--- src/rtl/axil_mem_ctrl_if.sv ---
// AXI-Lite request/response struct types (default 16-bit address, 64-bit data)
// and the bus interface that bundles them for the axil_mem_ctrl bridge.
package axil_mem_ctrl_pkg;
    localparam int unsigned ADDR_WIDTH = 16;
    localparam int unsigned DATA_WIDTH = 64;

    typedef struct packed {
        logic [ADDR_WIDTH-1:0] addr;
    } aw_chan_t;

    typedef struct packed {
        logic [DATA_WIDTH-1:0]   data;
        logic [DATA_WIDTH/8-1:0] strb;
    } w_chan_t;

    typedef struct packed {
        logic [1:0] resp;
    } b_chan_t;

    typedef struct packed {
        logic [ADDR_WIDTH-1:0] addr;
    } ar_chan_t;

    typedef struct packed {
        logic [DATA_WIDTH-1:0] data;
        logic [1:0]            resp;
    } r_chan_t;

    typedef struct packed {
        aw_chan_t aw;
        logic     aw_valid;
        w_chan_t  w;
        logic     w_valid;
        logic     b_ready;
        ar_chan_t ar;
        logic     ar_valid;
        logic     r_ready;
    } req_t;

    typedef struct packed {
        logic     aw_ready;
        logic     w_ready;
        b_chan_t  b;
        logic     b_valid;
        logic     ar_ready;
        r_chan_t  r;
        logic     r_valid;
    } resp_t;
endpackage


--- src/rtl/axil_mem_ctrl.sv ---
// AXI-Lite slave to single-port synchronous memory bridge, one transaction in flight.
// Optional AXIL_MEM_CTRL_ZERO_STRB_ERR_EN: all-zero-strobe writes skip memory and answer SLVERR.
module axil_mem_ctrl #(
    parameter int unsigned ADDR_WIDTH = 16,
    parameter int unsigned DATA_WIDTH = 64,
    parameter type req_t  = axil_mem_ctrl_pkg::req_t,
    parameter type resp_t = axil_mem_ctrl_pkg::resp_t,
    localparam int unsigned OFS = $clog2(DATA_WIDTH / 8)
) (
    input  logic                      clk_i,
    input  logic                      arst_ni,
    input  req_t                      req_i,
    output resp_t                     resp_o,
    output logic                      mem_req_o,
    output logic                      mem_we_o,
    output logic [ADDR_WIDTH-OFS-1:0] mem_addr_o,
    output logic [DATA_WIDTH-1:0]     mem_wdata_o,
    output logic [DATA_WIDTH/8-1:0]   mem_be_o,
    input  logic [DATA_WIDTH-1:0]     mem_rdata_i
);

    localparam logic [1:0] IDLE    = 2'd0;
    localparam logic [1:0] RD_WAIT = 2'd1;
    localparam logic [1:0] RD_RESP = 2'd2;
    localparam logic [1:0] WR_RESP = 2'd3;

    localparam logic [1:0] RESP_OKAY   = 2'b00;
    localparam logic [1:0] RESP_SLVERR = 2'b10;

    logic [1:0]            state;
    logic                  last_wr;
    logic [DATA_WIDTH-1:0] rdata_q;
    logic                  b_err_q;

    logic idle;
    logic rd_req;
    logic wr_req;
    logic grant_rd;
    logic grant_wr;
    logic strb_err;

    // Grants are combinational; gating with arst_ni keeps every ready low while reset is held.
    assign idle   = (state == IDLE) && arst_ni;
    assign rd_req = req_i.ar_valid;
    assign wr_req = req_i.aw_valid && req_i.w_valid;

    assign grant_rd = idle && rd_req && (!wr_req || last_wr);
    assign grant_wr = idle && wr_req && (!rd_req || !last_wr);

`ifdef AXIL_MEM_CTRL_ZERO_STRB_ERR_EN
    assign strb_err = grant_wr && (req_i.w.strb == '0);
`else
    assign strb_err = 1'b0;
`endif

    assign mem_req_o   = grant_rd || (grant_wr && !strb_err);
    assign mem_we_o    = grant_wr && !strb_err;
    assign mem_addr_o  = grant_rd ? req_i.ar.addr[ADDR_WIDTH-1:OFS]
                                  : req_i.aw.addr[ADDR_WIDTH-1:OFS];
    assign mem_wdata_o = req_i.w.data;
    assign mem_be_o    = req_i.w.strb;

    // Sub-word address bits carry no meaning for a word-wide memory.
    logic unused_addr_lsbs;
    assign unused_addr_lsbs = ^{req_i.ar.addr[OFS-1:0], req_i.aw.addr[OFS-1:0]};

    always_comb begin
        // NOTE: the whole struct gets a default first, so no field can infer a latch.
        resp_o          = '0;
        resp_o.ar_ready = grant_rd;
        resp_o.aw_ready = grant_wr;
        resp_o.w_ready  = grant_wr;
        resp_o.r_valid  = (state == RD_RESP);
        resp_o.r.data   = rdata_q;
        resp_o.r.resp   = RESP_OKAY;
        resp_o.b_valid  = (state == WR_RESP);
        resp_o.b.resp   = b_err_q ? RESP_SLVERR : RESP_OKAY;
    end

    always_ff @(posedge clk_i or negedge arst_ni) begin
        if (!arst_ni) begin
            state   <= IDLE;
            last_wr <= 1'b1;
            rdata_q <= '0;
            b_err_q <= 1'b0;
        end else begin
            // NOTE: non-blocking assignments so every register sees pre-edge values.
            case (state)
                IDLE: begin
                    if (grant_rd) begin
                        state   <= RD_WAIT;
                        last_wr <= 1'b0;
                    end else if (grant_wr) begin
                        state   <= WR_RESP;
                        last_wr <= 1'b1;
                        b_err_q <= strb_err;
                    end
                end
                RD_WAIT: begin
                    rdata_q <= mem_rdata_i;
                    state   <= RD_RESP;
                end
                RD_RESP: if (req_i.r_ready) state <= IDLE;
                WR_RESP: if (req_i.b_ready) state <= IDLE;
                default: state <= IDLE;
            endcase
        end
    end

endmodule

--- config.mk ---
export PLATFORM = sky130hd
export DESIGN_NAME = axil_mem_ctrl
export DESIGN_NICKNAME = d
export VERILOG_FILES = /design/src/rtl/axil_mem_ctrl_if.sv /design/src/rtl/axil_mem_ctrl.sv
export SDC_FILE = /design/constraint.sdc
export NUM_CORES = 1
export LEC_CHECK = 0
export BUFFER_PORTS_ARGS = -buffer_cell sky130_fd_sc_hd__buf_2
export CAP_MARGIN = 20
export CORE_AREA = 8 8 125 127
export CTS_CLUSTER_SIZE = 16
export DETAILED_ROUTE_END_ITERATION = 10
export DIE_AREA = 0 0 133 135
export GPL_TIMING_DRIVEN = 0
export SYNTH_ARGS = -nofsm -noshare
export SYNTH_HDL_FRONTEND = slang
export SYNTH_SLANG_ARGS = --single-unit
export TNS_END_PERCENT = 5
--- constraint.sdc ---
create_clock -name clk_i -period 1.7 [get_ports clk_i]
set_input_delay 0.17 -clock clk_i [delete_from_list [all_inputs] [get_ports clk_i]]
set_output_delay 0.17 -clock clk_i [all_outputs]
set_load 0.005 [all_outputs]
==> impl_metrics.yaml <==
layout:
  nNetsFinal: 695
  design_area_mm2: 0.005278
  multi_input_area_mm2: 0.001052
  drive_gt1_share_pct: 84.16
  final_common_cell: "buf_2"
  n_antenna_cell: 0
  utilization_pct: 38.77
  syn_to_final_growth_pct: 56.40
  layoutNonFillerInstCount: 704
  most-common-layout-cells: "buf_2, buf_4, mux2_2"
  regArea_mm2: 0.001680
  num-fill-cells: 1359
sta:
  post-route-period-util_pct: 110.3
  finalClockSkew_ns: 0.005074
  clock.fmax_mhz: 533.4
  drv_slew: 0
  setup_viol: 15
  timing.hold.ws_ns: -0.2582
  finalCriticalPeriod_ns: 1.875
  rsz0062_at_grt: "yes"
  setup_slack_ns: -0.1746
  finalHoldViolCount: 66
  finalSetupTns_ns: -2.237
global_routing:
  grt_pass1_vias: 3032
  grt_pass1_wl_um: 17030
  overflow: 0
  grt_usage_pct: 11.91
  grt_max_degree: 69
  antenna_found_initial: 1
clocking:
  clkTransAtPathRegs_ns: 0.05
  root_buffer: "clkbuf_16"
  cts_tree: "done"
  htreeDepth: 3
  numCtsBuffers: 9
  clk_path_buf_depth: 2
  clock_latency_ns: 0.32
  clock-sinks: 67
floorplanning:
  die_x_um: 133
  io_pins: 335
  die_h_um: 135
  initial_utilization_pct: 24.79
  fp-row-count: 43
  die_area_mm2: 0.01796
  core_mm2: 0.01361
detailed_routing:
  wire_per_inst_um: 16.18
  dr_total_vias: 2772
  wl_um: 11390
  m1WireLength_um: 3753
  first_pass_iters: 4
  met3WireLength_um: 1311
  top_layer_used: "met5"
  drt-initial-drc-count: 37
  drc: 0
  ant_nets: 0
  wl_met2_um: 6229
  vias_per_cell: 3.938
critical_path:
  crit_fanout: 10
  cp-start-kind: "register"
  path_class: "register to output port"
  r2r_start: "state[1]$_DFFE_PN0P_"
  crit_path_end_kind: "output port"
  r2r_end: "rdata_q[35]$_DFFE_PN0P_"
  r2r_cells: 5
  required_ns: 1.53
  cp.arrival_ns: 1.70
  r2r_slack_ns: 0.11
run:
  max-cap-violations: 0
place:
  place_area_mm2: 0.004875
  placedCellCount: 685
  gp_congestion: 0.7794
  io_buffers: 252
  post-dp-hpwl_um: 9556
status:
  violations: "negative hold slack, negative setup slack"
  status: "complete, but fails checks"
logic_synthesis:
  synth_seq_cells: 67
  yosysSeqAreaShare_pct: 49.72
  synth_area_leaders: "dfrtp_1, mux2_2, buf_4"
  avgSynthCellArea_um2: 13.50
  netlist_instances: 250
  yosysTopAreaCell: "dfrtp_1"
  netlist_area_mm2: 0.003374
  synth_cell_types: 18
  yosysWarnings: 0
  synth_top_area_share_pct: 48.94
min_path:
  hold_class: "input port to async pin"
power_and_ir_drop:
  vdd_drop_max_mv: 0.6355
  p_per_area_mw_per_mm2: 1435
  leakagePower_uw: 0.002849
[routing by layer]
layer,vias up,global-route usage (%)
met3,9,6.055
met5,-,0
met4,2,3.218
met2,162,22.40
li1,1297,-
met1,1302,11.06
[how the worst max path moves through the flow]
stage                    startpoint              to  slack (ns)  depth (start not counted)
2_1_floorplan  state[0]$_DFFE_PN0P_  mem_addr_o[10]        0.23                          4
6_report       state[0]$_DFFE_PN0P_  mem_addr_o[10]       -0.17                          5
3_5_place_dp                arst_ni   mem_addr_o[3]       -0.59                          6
5_1_grt        state[0]$_DFFE_PN0P_  mem_addr_o[10]       -0.24                          5
3_3_place_gp                arst_ni   mem_addr_o[3]       -1.07                          6
4_1_cts        state[1]$_DFFE_PN0P_   mem_addr_o[3]       -0.20                          5
[synthesized netlist by cell type (all sizes together)]
| cell type | count |
|---|---|
| buf | 87 |
| nand2 | 4 |
| and2b | 1 |
| dfstp | 1 |
| nor2b | 2 |
| and3b | 1 |
| conb | 1 |
| a21o | 2 |
| a21oi | 1 |
| o211ai | 1 |
| o311a | 1 |
| dfrtp | 66 |
| and2 | 1 |
| mux2 | 78 |
| nor3b | 1 |
| inv | 2 |
[state kept, by name, indices dropped and copies added (netlist names)]
| name | count |
|---|---|
| last_wr | 1 |
| rdata_q | 64 |
| state | 2 |
[final cells by class]
cell class	instances	share of cell area [%]
Clock inverter	2	0.6638
Inverter	2	0.1422
Multi-Input combinational cell	97	19.94
Sequential cell	67	31.84
Clock buffer	13	4.931
Timing Repair Buffer	256	25.70
Buffer	87	12.52
Tap cell	180	4.267
[critical path, cell delays in order, from the launching register on]
cell and delay [ns]:
dfrtp_2 0.42, nor3b_4 0.26, o211ai_4 0.12, buf_8 0.17
mux2_4 0.30, buf_6 0.12
[timing repair]
action | CTS | global route
buffers inserted | 4 | 0
setup endpoints to repair | 18 | 18
gates resized for setup | 15 | 2
endpoints found under the hold margin | 66 | 66
pin swaps | 3 | 1
[power breakdown]
part | leakage (µW) | switching, µW | internal, µW
logic | 0.00191 | 1110 | 1810
registers | 0.000793 | 381 | 2430
clock network | 0.000146 | 637 | 1210
[metrics by stage]
stage / power (µW) / setup slack (ns)
final: 7572 / -0.1746
after global routing: 8103 / -0.2426
after CTS: 7776 / -0.2043
after detailed placement: 5770 / -0.5884
after global placement: 5665 / -1.071
after floorplan: 4328 / 0.2261
[logic make-up after synthesis]
family | Yosys count | synth area share (%)
and+or+nand+nor | 10 | 2.039
DFF | 67 | 49.72
other | 1 | 0.1111
AOI/OAI and AO/OA | 5 | 1.520
buffers and inverters | 89 | 19.69
muxes | 78 | 26.92
No activity file was read; power rests on OpenSTA's default activity.
